--- src/rtl/axi_stream_rr_arbiter.sv ---
// Round-robin arbiter merging NUM_INPUTS AXI-Stream sources onto one master port.
// A grant is locked from the first beat of a packet until its tlast handshake.
`timescale 1ns/1ps
module axi_stream_rr_arbiter #(
  parameter int NUM_INPUTS = 4,
  parameter int BYTE_WIDTH = 4,
  parameter int SEL_WIDTH  = 2
) (
  input  logic                               clk,
  input  logic                               reset,
  input  logic [NUM_INPUTS-1:0]              s_tvalid,
  output logic [NUM_INPUTS-1:0]              s_tready,
  input  logic [NUM_INPUTS*8*BYTE_WIDTH-1:0] s_tdata,
  input  logic [NUM_INPUTS*BYTE_WIDTH-1:0]   s_tkeep,
  input  logic [NUM_INPUTS*BYTE_WIDTH-1:0]   s_tstrb,
  input  logic [NUM_INPUTS-1:0]              s_tlast,
  output logic                               m_tvalid,
  input  logic                               m_tready,
  output logic                               m_tlast,
  output logic [8*BYTE_WIDTH-1:0]            m_tdata,
  output logic [BYTE_WIDTH-1:0]              m_tkeep,
  output logic [BYTE_WIDTH-1:0]              m_tstrb,
  output logic [SEL_WIDTH-1:0]               m_tid,
  output logic [NUM_INPUTS-1:0]              grant,
  output logic                               busy,
  output logic [15:0]                        pkt_count
);

  localparam int                 DATA_W = 8 * BYTE_WIDTH;
  localparam logic [SEL_WIDTH:0] NUM_W  = (SEL_WIDTH+1)'(NUM_INPUTS);

  typedef enum logic {IDLE, PASS} state_t;

  state_t               state_reg, state_next;
  logic [SEL_WIDTH-1:0] sel_reg, sel_next;
  logic [SEL_WIDTH-1:0] ptr_reg, ptr_next;
  logic [15:0]          pkt_count_reg, pkt_count_next;
  logic [SEL_WIDTH-1:0] pick;
  logic                 last_xfer;

  // Modular add that keeps indices inside 0..NUM_INPUTS-1 for any NUM_INPUTS.
  function automatic logic [SEL_WIDTH-1:0] wrap_add(input logic [SEL_WIDTH-1:0] base,
                                                    input logic [SEL_WIDTH:0]   offset);
    logic [SEL_WIDTH:0] sum;
    sum = {1'b0, base} + offset;
    if (sum >= NUM_W) sum = sum - NUM_W;
    return sum[SEL_WIDTH-1:0];
  endfunction

  // Descending scan so the requester closest to ptr wins.
  always_comb begin
    pick = ptr_reg;
    for (int k = NUM_INPUTS - 1; k >= 0; k--) begin
      if (s_tvalid[wrap_add(ptr_reg, (SEL_WIDTH+1)'(k))])
        pick = wrap_add(ptr_reg, (SEL_WIDTH+1)'(k));
    end
  end

  assign last_xfer = (state_reg == PASS) && s_tvalid[sel_reg] && m_tready && s_tlast[sel_reg];

  always_ff @(posedge clk or posedge reset) begin
    if (reset) begin
      state_reg     <= IDLE;
      sel_reg       <= '0;
      ptr_reg       <= '0;
      pkt_count_reg <= '0;
    end else begin
      state_reg     <= state_next;
      sel_reg       <= sel_next;
      ptr_reg       <= ptr_next;
      pkt_count_reg <= pkt_count_next;
    end
  end

  always_comb begin
    state_next     = state_reg;
    sel_next       = sel_reg;
    ptr_next       = ptr_reg;
    pkt_count_next = pkt_count_reg;
    case (state_reg)
      IDLE: begin
        if (|s_tvalid) begin
          state_next = PASS;
          sel_next   = pick;
        end
      end
      PASS: begin
        if (last_xfer) begin
          state_next     = IDLE;
          ptr_next       = wrap_add(sel_reg, (SEL_WIDTH+1)'(1));
          pkt_count_next = pkt_count_reg + 16'd1;
        end
      end
      default: state_next = IDLE;
    endcase
  end

  // Payload always follows sel; only the handshake is gated by state.
  always_comb begin
    busy      = (state_reg == PASS);
    m_tvalid  = busy && s_tvalid[sel_reg];
    m_tlast   = s_tlast[sel_reg];
    m_tdata   = s_tdata[sel_reg*DATA_W +: DATA_W];
    m_tkeep   = s_tkeep[sel_reg*BYTE_WIDTH +: BYTE_WIDTH];
    m_tstrb   = s_tstrb[sel_reg*BYTE_WIDTH +: BYTE_WIDTH];
    m_tid     = sel_reg;
    pkt_count = pkt_count_reg;
  end

  for (genvar gi = 0; gi < NUM_INPUTS; gi++) begin : g_port
    assign grant[gi]    = (state_reg == PASS) && (sel_reg == SEL_WIDTH'(gi));
    assign s_tready[gi] = grant[gi] && m_tready;
  end

endmodule

--- config.mk ---
export PLATFORM = sky130hd
export DESIGN_NAME = axi_stream_rr_arbiter
export DESIGN_NICKNAME = d
export VERILOG_FILES = /design/src/rtl/axi_stream_rr_arbiter.sv
export SDC_FILE = /design/constraint.sdc
export NUM_CORES = 1
export LEC_CHECK = 0
export CELL_PAD_IN_SITES_DETAIL_PLACEMENT = 1
export CELL_PAD_IN_SITES_GLOBAL_PLACEMENT = 2
export CORE_ASPECT_RATIO = 0.75
export CORE_MARGIN = 8
export CORE_UTILIZATION = 14
export CTS_BUF_LIST = sky130_fd_sc_hd__clkbuf_16
export CTS_CLUSTER_DIAMETER = 150
export DETAILED_ROUTE_END_ITERATION = 12
export GPL_TIMING_DRIVEN = 0
export PLACE_DENSITY = 0.83
export REMOVE_ABC_BUFFERS = 1
export SYNTH_ARGS = -nofsm -noshare
export SYNTH_HDL_FRONTEND = slang
export SYNTH_SLANG_ARGS = --single-unit
export TNS_END_PERCENT = 100
--- constraint.sdc ---
create_clock -name clk -period 1.9 [get_ports clk]
set_input_delay 0.475 -clock clk [delete_from_list [all_inputs] [get_ports clk]]
set_output_delay 0.475 -clock clk [all_outputs]
set_load 0.02 [all_outputs]
==> results.md <==
* Antenna violations before repair at 1
* Multi-input gate area at 1750 µm²
* CTS tree: yes
* Synth top area cells: mux4_2, dfrtp_1, xor2_1, ha_1, nand2_1
* Worst Path Buf+Inv at 3
* CTS sink count at 21
* Nets at 602
* Share of cells above drive strength 1 at 38.6%
* Antenna diode count at 0
* FFs w/ async S/R, synth at 100%
* GRT overflow at 0
* Worst Path Arrival at 1.74 ns
* Area grow syn2layout at 158%
* Origin of the worst setup path: m_tid[0]
* Die H at 123 µm
* Synth unique cells at 29
* Filler instances at 1,618
* Port Buffer Count at 239
* Reg area at 532 µm²
* Total CTS buffers at 3
* Clock root buffer: clkbuf_16
* Die X at 159 µm
* Critical path depth at 5
* Worst r2r path cells at 8
* Synthesized flop and latch total at 21
* Top cell type's share of synthesized area at 44.3%
* Status: finished with violations
* First-pass GRT wire length at 21.0 mm
* Initial Util at 14.2%
* Clock skew at 0.00216 ns
* Most used flip-flop cell after synthesis: dfrtp_1
* Crit path top cell by count: buf_12
* Crit path kind: reg2out
* Minimum clock period at 2.21 ns
* Worst EP required at 1.42 ns
* VDD IR-drop max at 0.000360 V
* Final hold violations at 0
* DR vias/cell at 4.28
* Critical Path End Type: primary output
* Violated checks: setup timing
* Vias at 2,695
* Worst-path fanout max at 6
* CP Launch Type: flip-flop
* RSZ-0062 raised after global routing: true
* Pwr Density at 1170 nW/µm²
* CP max stage cell: dfrtp_4
* Setup crit end: m_tvalid
* Clock Path Buffers at 2
* Total number of H-tree levels at 1
* Setup tns final at -12.51 ns
* Syn Area/Cell at 12.7 µm²
* Seq/Total Area, Yosys at 24.6%
* Max Cap Violations at 0
* Area of the mapped netlist at 2130 µm²
* Slew Limit Fails at 0
* Worst slew pin tran at 0.828 ns
* Worst skew pair latency at 0.25 ns
* CP max stage delay at 0.51 ns
* Relative slew margins at 44.8%
* Top-count cell post-synth: mux4_2
* Post-synth EDFFs at 0
* Largest register FFs at 16
* Cell family with most CP delay: flip-flops
* Worst-path cell chain: buf_12 > buf_12 > mux4_2 > and2_4 > buf_6
* Post-Synthesis Cells at 168
* Number of global-route vias before repair at 2,991
* Fin crit share at 116%
* Worst R2R End: pkt_count[4]
* YS warnings at 0
* Worst-path clk slew at 0.06 ns
* Row cnt at 39
* R2R Setup Slk at -0.16 ns
* Final critical-path setup slack at -0.312 ns
* Avg WL per Cell at 24.6 µm
* RR Startpoint: m_tid[0]
* Antenna-violating nets left at 0
* Post-CTS Hold Fix Bufs at 0
* Worst hold path class: reg2reg
* # setup viols final at 64
* Gr usage total at 14.9%
* Area leader, netlist: mux4_2
* Commonest cells post-synth: mux4_2, dfrtp_1, nand2_1, xor2_1
* Drt first-iter violations at 87
* Dpl hpwl at 12.2 mm
* Placer Congestion at 0.880
* IO Count at 240
* Leakage power at 0.00224 µW
* Pin count of the biggest net entering global routing at 40
* FMAX at 452 MHz
* Die Area at 19,500 µm²
* DRC Markers at 0
* Pre-antenna DRT Iters at 4
* Total power at 6470 µW
* Drt total wl at 15.5 mm
* Core area at 15,100 µm²
kinds of logic (layout without fill, tap and decap cells):
family / after synthesis / after routing / synth area share, %
adders and majority gates: 5 / 5 / 2.93
buffers and inverters: 20 / 277 / 5.16
xor gates and xnor gates: 15 / 15 / 6.15
muxes: 42 / 42 / 44.3
AOI/OAI and AO/OA: 11 / 11 / 3.28
and+or+nand+nor: 54 / 54 / 13.5
DFF: 21 / 21 / 24.6
through the flow:
step           hold WS, ns  cells  util (%)  instance area, µm²  setup WS (ns)
2_1_floorplan        0.452    154         -                2050          -1.42
3_3_place_gp         0.478    598      31.1                4700          -2.44
3_5_place_dp         0.479    599      31.3                4720         -0.951
4_1_cts              0.486    618      33.7                5070         -0.373
5_1_grt              0.505    630      36.6                5520         -0.343
6_report             0.483    630      36.6                5520         -0.312
per-layer routing:
metal	wire, µm	vias up	track usage (%)
met5	10	-	0
met4	401	2	3.82
met3	564	24	2.20
met2	8420	76	27.8
met1	6100	1406	17.6
li1	-	1187	-
cells in the final DEF (no fill, tap or decap), types with 2 or more instances in the layout:
master	instances
ha_4	4
buf_12	8
nand3_1	3
nand2_1	10
nor3_4	4
and2_4	5
buf_2	2
a21oi_1	4
nand2_4	2
and3_4	5
dfrtp_1	18
buf_6	53
inv_1	5
xnor2_2	2
dlygate4sd2_1	6
nand4_1	4
buf_4	10
nor4_2	2
xor2_1	9
clkbuf_16	5
nor2_1	3
and4_1	2
xnor2_1	4
clkdlybuf4s50_1	180
mux4_2	42
dfrtp_2	2
dlymetal6s2s_1	2
buf_16	3
nor4_4	2
nand2_2	4
worst min path at each step:
stage                     cells after the start           from       endpoint  slack [ns]
after CTS                                     1  pkt_count[15]  pkt_count[15]        0.49
after detailed placement                      1  pkt_count[15]  pkt_count[15]        0.48
after floorplan                               1          reset           busy        0.45
after global placement                        1  pkt_count[15]  pkt_count[15]        0.48
final                                         1  pkt_count[15]  pkt_count[15]        0.48
after global routing                          1  pkt_count[15]  pkt_count[15]        0.50
layout make-up:
type,instances,share of cell area [%]
tap,205,4.65
multi-input combinational,127,31.7
inverter,6,0.544
clock inverter,1,0.0681
clock buffer,3,1.36
sequential,21,9.64
timing repair buffer,267,52.0
power breakdown:
part | internal [µW] | switching, µW | total [µW]
clock network | 280 | 161 | 441
logic | 2910 | 2400 | 5320
registers | 543 | 167 | 710
total | 3740 | 2730 | 6470
timing repair:
| action | in CTS | in global routing |
|---|---|---|
| pin swaps | 4 | 14 |
| cloned | 3 | 2 |
| endpoints found under the setup margin | 72 | 69 |
| gates resized for setup | 301 | 91 |
| buffers inserted | 12 | 12 |
No activity file was read; power rests on OpenSTA's default activity.
